### config.mk
export PLATFORM = sky130hd
export DESIGN_NAME = sensor_read_controller_flat
export DESIGN_NICKNAME = d
export VERILOG_FILES = /design/src/rtl/sensor_read_controller_if.sv /design/src/rtl/sensor_read_controller.sv /design/src/flat_wrapper.sv
export SDC_FILE = /design/constraint.sdc
export NUM_CORES = 1
export LEC_CHECK = 0
export ABC_CLOCK_PERIOD_IN_PS = 5600
export CORE_MARGIN = 1.5
export CORE_UTILIZATION = 56
export DETAILED_ROUTE_END_ITERATION = 8
export PLACE_DENSITY = 0.8
export SYNTH_ARGS = -nofsm -noshare
export SYNTH_HDL_FRONTEND = slang
export SYNTH_SLANG_ARGS = --single-unit
### constraint.sdc
create_clock -name clock -period 5.6 [get_ports clock]
set_input_delay 1.12 -clock clock [delete_from_list [all_inputs] [get_ports clock]]
set_output_delay 1.12 -clock clock [all_outputs]
set_load 0.02 [all_outputs]
### src/rtl/sensor_read_controller_if.sv
// sensor_read_controller_if: request/result bus toward the system plus the DHT11 decoder bus.
// Latency: none, wires only.
// Backpressure: none; the request side is a one-cycle pulse and the result is a done pulse.
// master = system/decoder side that drives request and decoder outputs; slave = the controller.
interface sensor_read_controller_if;
   logic       request;
   logic       dec_enable;
   logic       dec_reset;
   logic       dec_hold;
   logic       dec_error;
   logic [7:0] dec_hum_int;
   logic [7:0] dec_hum_float;
   logic [7:0] dec_temp_int;
   logic [7:0] dec_temp_float;
   logic [7:0] dec_checksum;
   logic       busy;
   logic       done;
   logic [1:0] status;
   logic       data_valid;
   logic [7:0] humidity;
   logic [7:0] humidity_frac;
   logic [7:0] temperature;
   logic [7:0] temperature_frac;
   logic [3:0] retry_count;

   modport master (
      output request, dec_hold, dec_error,
      output dec_hum_int, dec_hum_float, dec_temp_int, dec_temp_float, dec_checksum,
      input  dec_enable, dec_reset, busy, done, status, data_valid,
      input  humidity, humidity_frac, temperature, temperature_frac, retry_count
   );

   modport slave (
      input  request, dec_hold, dec_error,
      input  dec_hum_int, dec_hum_float, dec_temp_int, dec_temp_float, dec_checksum,
      output dec_enable, dec_reset, busy, done, status, data_valid,
      output humidity, humidity_frac, temperature, temperature_frac, retry_count
   );
endinterface

### src/rtl/sensor_read_controller.sv
// sensor_read_controller: sequences DHT11 decoder reads, classifies the frame, retries, latches good data.
// Latency: request -> dec_reset next cycle; dec_hold fall seen at M -> done at M+2.
// Backpressure: none; request is accepted only in IDLE and ignored (not queued) while busy.
// Ports: clock, reset (synchronous, active-high); bus = request/busy/done/status/data toward the
//        system and dec_* toward the decoder (sensor_read_controller_if.slave).
module sensor_read_controller #(
   parameter int unsigned TIMEOUT_CYCLES     = 5_000_000,
   parameter int unsigned RETRY_GAP_CYCLES   = 50_000_000,
   parameter int unsigned ERR_PERSIST_CYCLES = 500_000,
   parameter int unsigned MAX_RETRIES        = 3
) (
   input logic                     clock,
   input logic                     reset,
   sensor_read_controller_if.slave bus
);
   localparam logic [31:0] WAIT_BUSY_LAST = 32'd15;
   localparam logic [31:0] TIMEOUT_LAST   = 32'(TIMEOUT_CYCLES - 1);
   localparam logic [31:0] GAP_LAST       = 32'(RETRY_GAP_CYCLES - 1);
   localparam logic [31:0] ERR_PERSIST    = 32'(ERR_PERSIST_CYCLES);
   localparam logic [3:0]  RETRY_LIMIT    = 4'(MAX_RETRIES);

   typedef enum logic [2:0] {IDLE, START, WAIT_BUSY, WAIT_DONE, CHECK, GAP, REPORT} state_t;

   state_t      state;
   logic [31:0] cnt;
   logic [31:0] err_run;
   logic        err_seen;
   logic [3:0]  retries;

   logic [9:0]  sum;
   logic        sum_bad;
   logic        frame_bad;
   logic        fail_go;
   logic        ok_go;
   logic [1:0]  fail_code;

   // Attempt outcome for the current cycle; only WAIT_BUSY, WAIT_DONE and CHECK can end an attempt.
   always_comb begin
      sum = {2'b00, bus.dec_hum_int} + {2'b00, bus.dec_hum_float}
          + {2'b00, bus.dec_temp_int} + {2'b00, bus.dec_temp_float};
      // Checksum compares the low byte of the 10-bit sum only.
      sum_bad   = |((sum ^ {2'b00, bus.dec_checksum}) & 10'h0FF);
      frame_bad = err_seen ||
                  ({bus.dec_hum_int, bus.dec_hum_float, bus.dec_temp_int,
                    bus.dec_temp_float, bus.dec_checksum} == 40'd0);
      fail_go   = 1'b0;
      ok_go     = 1'b0;
      fail_code = 2'b11;
      case (state)
         WAIT_BUSY: fail_go = !bus.dec_hold && (cnt == WAIT_BUSY_LAST);
         WAIT_DONE: fail_go = bus.dec_hold && (cnt == TIMEOUT_LAST);
         CHECK: begin
            if (frame_bad) begin
               fail_go   = 1'b1;
               fail_code = 2'b10;
            end else if (sum_bad) begin
               fail_go   = 1'b1;
               fail_code = 2'b01;
            end else begin
               ok_go = 1'b1;
            end
         end
         default: ;
      endcase
   end

   always_ff @(posedge clock) begin
      if (reset) begin
         state                <= IDLE;
         cnt                  <= '0;
         err_run              <= '0;
         err_seen             <= 1'b0;
         retries              <= '0;
         bus.dec_enable       <= 1'b0;
         bus.dec_reset        <= 1'b0;
         bus.busy             <= 1'b0;
         bus.done             <= 1'b0;
         bus.status           <= '0;
         bus.data_valid       <= 1'b0;
         bus.humidity         <= '0;
         bus.humidity_frac    <= '0;
         bus.temperature      <= '0;
         bus.temperature_frac <= '0;
         bus.retry_count      <= '0;
      end else begin
         bus.dec_enable <= 1'b1;
         case (state)
            IDLE: begin
               if (bus.request) begin
                  state         <= START;
                  cnt           <= '0;
                  retries       <= '0;
                  bus.busy      <= 1'b1;
                  bus.dec_reset <= 1'b1;
               end
            end
            START: begin
               bus.dec_reset <= 1'b0;
               state         <= WAIT_BUSY;
               cnt           <= '0;
               err_run       <= '0;
               err_seen      <= 1'b0;
            end
            WAIT_BUSY: begin
               if (bus.dec_hold) begin
                  state <= WAIT_DONE;
                  cnt   <= '0;
               end else begin
                  cnt <= cnt + 32'd1;
               end
            end
            WAIT_DONE: begin
               // Only an error run of ERR_PERSIST cycles counts; short pulses occur in good frames.
               if (bus.dec_error) begin
                  err_run <= err_run + 32'd1;
                  if (err_run + 32'd1 >= ERR_PERSIST) err_seen <= 1'b1;
               end else begin
                  err_run <= '0;
               end
               if (!bus.dec_hold) begin
                  state <= CHECK;
                  cnt   <= '0;
               end else begin
                  cnt <= cnt + 32'd1;
               end
            end
            CHECK: cnt <= '0;
            GAP: begin
               if (cnt == GAP_LAST) begin
                  state         <= START;
                  cnt           <= '0;
                  bus.dec_reset <= 1'b1;
               end else begin
                  cnt <= cnt + 32'd1;
               end
            end
            REPORT: begin
               bus.done <= 1'b0;
               bus.busy <= 1'b0;
               state    <= IDLE;
               cnt      <= '0;
            end
            default: state <= IDLE;
         endcase

         // Attempt outcome overrides the per-state next-state above. Result registers are
         // written on entry to REPORT so they are valid in the same cycle as done.
         if (fail_go) begin
            cnt <= '0;
            if (retries < RETRY_LIMIT) begin
               retries <= retries + 4'd1;
               state   <= GAP;
            end else begin
               state           <= REPORT;
               bus.done        <= 1'b1;
               bus.status      <= fail_code;
               bus.retry_count <= retries;
            end
         end else if (ok_go) begin
            cnt                  <= '0;
            state                <= REPORT;
            bus.done             <= 1'b1;
            bus.status           <= 2'b00;
            bus.data_valid       <= 1'b1;
            bus.humidity         <= bus.dec_hum_int;
            bus.humidity_frac    <= bus.dec_hum_float;
            bus.temperature      <= bus.dec_temp_int;
            bus.temperature_frac <= bus.dec_temp_float;
            bus.retry_count      <= retries;
         end
      end
   end
endmodule

### src/flat_wrapper.sv
// flat-port wrapper written by rule: the top's interface ports become plain ports
module sensor_read_controller_flat 
#(
   parameter int unsigned TIMEOUT_CYCLES     = 5_000_000,
   parameter int unsigned RETRY_GAP_CYCLES   = 50_000_000,
   parameter int unsigned ERR_PERSIST_CYCLES = 500_000,
   parameter int unsigned MAX_RETRIES        = 3
)
  (clock, reset, bus_request, bus_dec_hold, bus_dec_error, bus_dec_hum_int, bus_dec_hum_float, bus_dec_temp_int, bus_dec_temp_float, bus_dec_checksum, bus_dec_enable, bus_dec_reset, bus_busy, bus_done, bus_status, bus_data_valid, bus_humidity, bus_humidity_frac, bus_temperature, bus_temperature_frac, bus_retry_count);
  sensor_read_controller_if bus_i ();
  input logic clock;
  input logic reset;
  input wire logic [$bits(bus_i.request)-1:0] bus_request;
  input wire logic [$bits(bus_i.dec_hold)-1:0] bus_dec_hold;
  input wire logic [$bits(bus_i.dec_error)-1:0] bus_dec_error;
  input wire logic [$bits(bus_i.dec_hum_int)-1:0] bus_dec_hum_int;
  input wire logic [$bits(bus_i.dec_hum_float)-1:0] bus_dec_hum_float;
  input wire logic [$bits(bus_i.dec_temp_int)-1:0] bus_dec_temp_int;
  input wire logic [$bits(bus_i.dec_temp_float)-1:0] bus_dec_temp_float;
  input wire logic [$bits(bus_i.dec_checksum)-1:0] bus_dec_checksum;
  output wire logic [$bits(bus_i.dec_enable)-1:0] bus_dec_enable;
  output wire logic [$bits(bus_i.dec_reset)-1:0] bus_dec_reset;
  output wire logic [$bits(bus_i.busy)-1:0] bus_busy;
  output wire logic [$bits(bus_i.done)-1:0] bus_done;
  output wire logic [$bits(bus_i.status)-1:0] bus_status;
  output wire logic [$bits(bus_i.data_valid)-1:0] bus_data_valid;
  output wire logic [$bits(bus_i.humidity)-1:0] bus_humidity;
  output wire logic [$bits(bus_i.humidity_frac)-1:0] bus_humidity_frac;
  output wire logic [$bits(bus_i.temperature)-1:0] bus_temperature;
  output wire logic [$bits(bus_i.temperature_frac)-1:0] bus_temperature_frac;
  output wire logic [$bits(bus_i.retry_count)-1:0] bus_retry_count;
  assign bus_i.request = bus_request;
  assign bus_i.dec_hold = bus_dec_hold;
  assign bus_i.dec_error = bus_dec_error;
  assign bus_i.dec_hum_int = bus_dec_hum_int;
  assign bus_i.dec_hum_float = bus_dec_hum_float;
  assign bus_i.dec_temp_int = bus_dec_temp_int;
  assign bus_i.dec_temp_float = bus_dec_temp_float;
  assign bus_i.dec_checksum = bus_dec_checksum;
  assign bus_dec_enable = bus_i.dec_enable;
  assign bus_dec_reset = bus_i.dec_reset;
  assign bus_busy = bus_i.busy;
  assign bus_done = bus_i.done;
  assign bus_status = bus_i.status;
  assign bus_data_valid = bus_i.data_valid;
  assign bus_humidity = bus_i.humidity;
  assign bus_humidity_frac = bus_i.humidity_frac;
  assign bus_temperature = bus_i.temperature;
  assign bus_temperature_frac = bus_i.temperature_frac;
  assign bus_retry_count = bus_i.retry_count;
  sensor_read_controller #(.TIMEOUT_CYCLES(TIMEOUT_CYCLES), .RETRY_GAP_CYCLES(RETRY_GAP_CYCLES), .ERR_PERSIST_CYCLES(ERR_PERSIST_CYCLES), .MAX_RETRIES(MAX_RETRIES)) u_core (.clock(clock), .reset(reset), .bus(bus_i));
endmodule
==> results of run 1 <==
[worst paths after layout]
path / slack [ns] / to / cells after the start / start
setup / recovery: 0.56 / u_core.bus.humidity_frac[6] / 15 / bus_dec_temp_float[1]
hold / removal: 0.46 / u_core.bus.temperature[4] / 2 / u_core.bus.temperature[4]
setup reg to reg: 2.46 / u_core.err_run[21] / 6 / u_core.state[0]
hold reg to reg: 0.46 / u_core.bus.temperature[4] / 2 / u_core.bus.temperature[4]
[cell usage after synthesis (all sizes together), types with 4 or more instances]
master  instances
a211oi          6
a21oi          75
a22oi           9
a311oi         14
a31oi          11
and2            8
and3           14
and4            4
buf             9
clkbuf         32
dfxtp         115
fa             14
ha             11
inv            17
mux2i           5
nand2         124
nand3          33
nand4          17
nor2          106
nor2b           5
nor3           20
nor4           28
o21ai          32
or3             5
or4             4
xnor2          18
xor2           32
[layer usage]
layer  global-route usage (%)  vias up  wire [um]
li1                         -     2966          -
met1                     36.7     2949       7340
met2                     47.6      255       8470
met3                     6.70       28       1080
met4                     9.15        0        307
met5                        0        -          0
[worst register-to-register path, delay by kind of cell (launching register included)]
family / cells / cell delay (ns)
buffers and inverters: 2 / 0.46
AO/OA/AOI/OAI: 1 / 0.15
flip-flops: 1 / 0.62
AND/OR/NAND/NOR: 3 / 1.84
[per-stage QoR]
| stage | hold WS, ns | setup WS (ns) | util (%) | cells |
|---|---|---|---|---|
| 2_1_floorplan | 0.463 | 0.993 | - | 797 |
| 3_3_place_gp | 0.438 | 0.359 | 64.8 | 991 |
| 3_5_place_dp | 0.448 | 0.237 | 64.8 | 991 |
| 4_1_cts | 0.458 | 0.628 | 70.6 | 1023 |
| 5_1_grt | 0.468 | 0.343 | 70.6 | 1023 |
| 6_report | 0.459 | 0.561 | 70.6 | 1023 |
[flip-flops by register name, summed over array words and instances, names as in the netlist, 2 cells and up]
signal,cells
u_core.cnt,32
u_core.err_run,32
u_core.bus.humidity,8
u_core.bus.humidity_frac,8
u_core.bus.temperature,8
u_core.bus.temperature_frac,8
u_core.bus.retry_count,4
u_core.retries,4
u_core.state,3
u_core.bus.status,2
[where the power goes]
group	switching (uW)	internal [uW]
clock network	394	834
logic	357	208
registers	49.0	841
total	800	1880
[area by class of cell]
class,instances,share of cell area (%)
Timing Repair Buffer,92,11.2
Clock inverter,13,2.88
Tap cell,143,2.23
Inverter,17,0.795
Multi-Input combinational cell,624,48.8
Clock buffer,19,5.39
Sequential cell,115,28.7
[cell families after synthesis]
kind of cell | share of synthesized area, %
mux | 0.773
fa+ha+maj | 6.45
simple gates | 28.8
buf+inv | 3.98
compound gates | 17.0
xor+xnor | 7.48
flops | 35.5
==> results.tsv, run 1 <==
metric	value	unit
grt_pass1_vias	5830	
ctsRootBufferMaster	clkbuf_16	
crit_family	adder cells	
worstMarginPinSlew	1.22	ns
crit_path_top_delay_cell	fa_1	
fmax	0.198	GHz
antenna_cells	0	
cts_max_level	4	
status	complete, no violations	
clock_skew	0.00750	ns
synthArstFlopShare	0	%
n_fill_cell	886	
power_density	334	mW/mm^2
fin_tns_setup	0	ns
num_rows	39	
endpoint_kind	flip-flop	
finalHoldViolations	0	
multi_input_area	0.00392	mm^2
final_cell_area	0.00803	mm^2
synth_area_leaders	dfxtp_1 (36%), nand2_1 (7.1%), nor2_1 (6.1%), fa_1 (4.3%), xor2_1 (4.3%)	
max-clock-path-buffers	2	
crit_fanout	33	
crit_required	5.86	ns
fp.dieH	111	um
wl_per_cell	16.8	um
ant_nets	0	
synth_top_area_share	35.5	%
totalWireLength	17.2	mm
via_per_inst	6.06	
place_area	0.00737	mm^2
crit_chain	clkdlybuf4s50_1, fa_1, inv_1, fa_1, inv_1, ha_1, fa_1, xor2_1, nor4_1, o2111ai_4, nor3_2, nand3_1, buf_4, nand2_1, a21oi_2	
setup_violations	0	
syn_area	0.00648	mm^2
synth_area_per_cell	8.13	um^2
yosys_most_used_dff	dfxtp_1	
crit_buf_inv	4	
mostFrequentLayoutCell	nand2_1	
grtUsageTotal	28.6	%
synth_cells	797	
initial_core_util	57.0	%
antenna_found_initial	0	
drv_cap	0	
crit_top_cell	fa_1	
dpl.hpwl	12.0	mm
critPathArrivalTime	5.29	ns
critPathLaunchType	primary input	
final_max_slew_viol_count	0	
cts.sinks	115	
grt_max_degree	45	
total_power	2680	uW
num-nets-final	937	
ys.warnings.count	0	
drtPass1Iterations	7	
cts.repair.resized	0	
post-route-min-period	5.04	ns
clk_latency	0.42	ns
synth_nets	867	
slew_headroom	18.2	%
hold_path.class	reg -> reg	
regArea	0.00230	mm^2
die_x	111	um
synth_seq_area_share	35.5	%
rsz0062_at_grt	false	
drtIter0Drc	514	
cts.clk_slew.worst_paths	0.05	ns
peakVddDrop	0.261	mV
io_buffers	87	
cts_tree	done	
layout.cells.most_common_list	nand2_1 (122), dfxtp_1 (115), nor2_1 (105)	
drive_above_1_share	9.43	%
globalplace.congestion	0.890	
hold_buffers	0	
postCtsSetupBuffers	0	
ys_types	64	
critPathMaxStageDelay	0.56	ns
post-route-period-util	90.0	%
grt_pass1_wl	28.7	mm
yosys.area.top_type	dfxtp_1	
cts_inserted_buffers	17	
leakagePower	0.00278	uW
globalRouteOverflowTotal	0	
dieArea	0.0122	mm^2
worstSetupPathType	in -> reg	
core_area	0.0114	mm^2
ys_ff_latch	115	
syn_to_final_growth	24.0	%
dr_total_vias	6198	
synth_edf_count	0	
pin_count	88	
drc	0	
No activity file was read; power rests on OpenSTA's default activity.
==> run 2, diff against run 1 <==
CORE_MARGIN = 2   (was 1.5)
==> results.tsv, run 2 (same netlist as run 1, synthesis figures left out) <==
metric	value	unit	change
rsz0062_at_grt	false		
cts_tree	done		
endpoint_kind	flip-flop		
die_x	112	um	+0.90%
clock_skew	0.00657	ns	-0.000931 ns
syn_to_final_growth	24.0	%	about the same
crit_fanout	35		+6.1%
stdcell_count	1023		unchanged
max-clock-path-buffers	2		unchanged
cts.clk_slew.worst_paths	0.06	ns	about the same
critPathLaunchType	primary input		
dieArea	0.0124	mm^2	+1.8%
worstSetupPathType	in -> reg		
via_per_inst	6.02		-0.65%
critPathArrivalTime	5.29	ns	about the same
dpl.hpwl	11.9	mm	-0.49%
wl_per_cell	16.6	um	-0.98%
drc	0		unchanged
final_cell_area	0.00803	mm^2	about the same
drtPass1Iterations	5		-2
grtUsageTotal	27.6	%	-0.97 points
drtIter0Drc	489		-4.9%
antenna_cells	0		unchanged
io_buffers	87		unchanged
crit_top_cell	fa_1		
hold_buffers	0		unchanged
setup_violations	0		unchanged
globalRouteOverflowTotal	0		unchanged
post-route-min-period	5.02	ns	-0.0178 ns
antenna_found_initial	0		unchanged
rr_endpoint	u_core.cnt[20]		
final_max_slew_viol_count	0		unchanged
worstMarginPinSlew	1.16	ns	-0.0584 ns
reg2regPathDepth	7		+1
reg_top3	u_core.cnt x32, u_core.err_run x32		
initial_core_util	57.0	%	unchanged
crit_end	u_core.bus.retry_count[2]		
layout.cells.most_common_list	nand2_1 (122), dfxtp_1 (115), nor2_1 (105)		
slew_headroom	22.3	%	+4.1 points
crit_required	5.87	ns	about the same
cts_max_level	4		unchanged
worstReg2RegStart	u_core.cnt[28]		
grt_max_degree	51		+13%
cts.repair.resized	0		unchanged
fin_ws	0.579	ns	+0.0178 ns
ctsRootBufferMaster	clkbuf_16		
totalWireLength	17.0	mm	-0.98%
pin_count	88		unchanged
dp_slack	0.252	ns	+0.0147 ns
reg2reg_slack	2.50	ns	+0.04 ns
postCtsSetupBuffers	0		unchanged
drive_above_1_share	9.66	%	+0.23 points
post-route-period-util	89.7	%	-0.32 points
finalHoldViolations	0		unchanged
num_rows	39		unchanged
place_area	0.00738	mm^2	+0.17%
leakagePower	0.00276	uW	-0.64%
power_density	330	mW/mm^2	-1.2%
cts.sinks	115		unchanged
place_inst	991		unchanged
total_power	2650	uW	-1.2%
fmax	0.199	GHz	+0.36%
status	complete, no violations		
globalplace.congestion	0.896		+0.73%
mostFrequentLayoutCell	nand2_1		
cts_inserted_buffers	17		unchanged
ant_nets	0		unchanged
crit_path_top_delay_cell	fa_1		
num-nets-final	937		unchanged
fin_tns_setup	0	ns	unchanged
critPathMaxStageDelay	0.58	ns	+0.02 ns
grt_pass1_wl	28.3	mm	-1.5%
peakVddDrop	0.263	mV	+0.74%
crit_chain	clkdlybuf4s50_1, fa_1, inv_1, fa_1, inv_1, ha_1, fa_1, xor2_1, nor4_1, o2111ai_4, nor4_4, buf_12, a21oi_2, a22oi_1, nor2_1		
crit_start	bus_dec_temp_float[1]		
hold_path.class	reg -> reg		
core_area	0.0114	mm^2	unchanged
fp.dieH	112	um	+0.90%
drv_cap	0		unchanged
clk_latency	0.43	ns	about the same
grt_pass1_vias	5850		+0.34%
dr_total_vias	6158		-0.65%
-- run 2: cell types whose count changed in the layout (fill, tap and decap cells not counted), sizes merged --
cell,change
clkinvlp,+4
clkbuf,-2
clkinv,-2
bufinv,-1
inv,+1
-- run 2: routing by layer --
layer	up-vias	wire, um	global-route usage (%)
met5	-	0	0
met4	0	287	9.71
met3	30	1060	7.68
met2	212	8330	44.8
met1	2943	7360	35.6
li1	2973	-	-
-- run 2: area by class of cell --
type                    instances  area (um^2)
multi-input cells             624         3920
inverters                      17         63.8
clock inverters                15          230
well taps                     143          179
fillers                       854         3340
repair buffers                 92          916
clock buffers                  17          425
flip-flops and latches        115         2300
-- run 2: through the flow --
step           utilization (%)  hold slack, ns
3_5_place_dp              64.9           0.446
6_report                  70.7           0.453
2_1_floorplan                -           0.463
4_1_cts                   70.7           0.455
5_1_grt                   70.7           0.474
3_3_place_gp              64.9           0.439
-- run 2: worst min-delay path by stage --
stage | to | depth (start not counted) | start
floorplan | u_core.retries[0] | 2 | u_core.retries[0]
CTS | u_core.bus.temperature_frac[5] | 2 | u_core.bus.temperature_frac[5]
global route | u_core.bus.humidity_frac[5] | 2 | u_core.bus.humidity_frac[5]
detailed placement | u_core.bus.humidity[2] | 2 | u_core.bus.humidity[2]
finish | u_core.bus.temperature_frac[5] | 2 | u_core.bus.temperature_frac[5]
global placement | u_core.bus.temperature_frac[5] | 2 | u_core.bus.temperature_frac[5]
-- run 2: power breakdown --
part / internal [uW] / switching (uW) / total, uW
logic: 209 / 356 / 566
registers: 841 / 52.8 / 894
clock network: 791 / 402 / 1190
total: 1840 / 811 / 2650
-- run 2: worst max-delay path: cells and delay by family --
kind            cells  cell delay [ns]
fa+ha+maj           4             1.79
simple gates        3             0.85
xor+xnor            1             0.17
buf+inv             4             0.85
compound gates      3             0.52
==> run 3, diff against run 2 <==
HOLD_SLACK_MARGIN = 0.02   (was default)
==> results of run 3 <==
Final layout, timing and power as in run 2 (identical DEF).
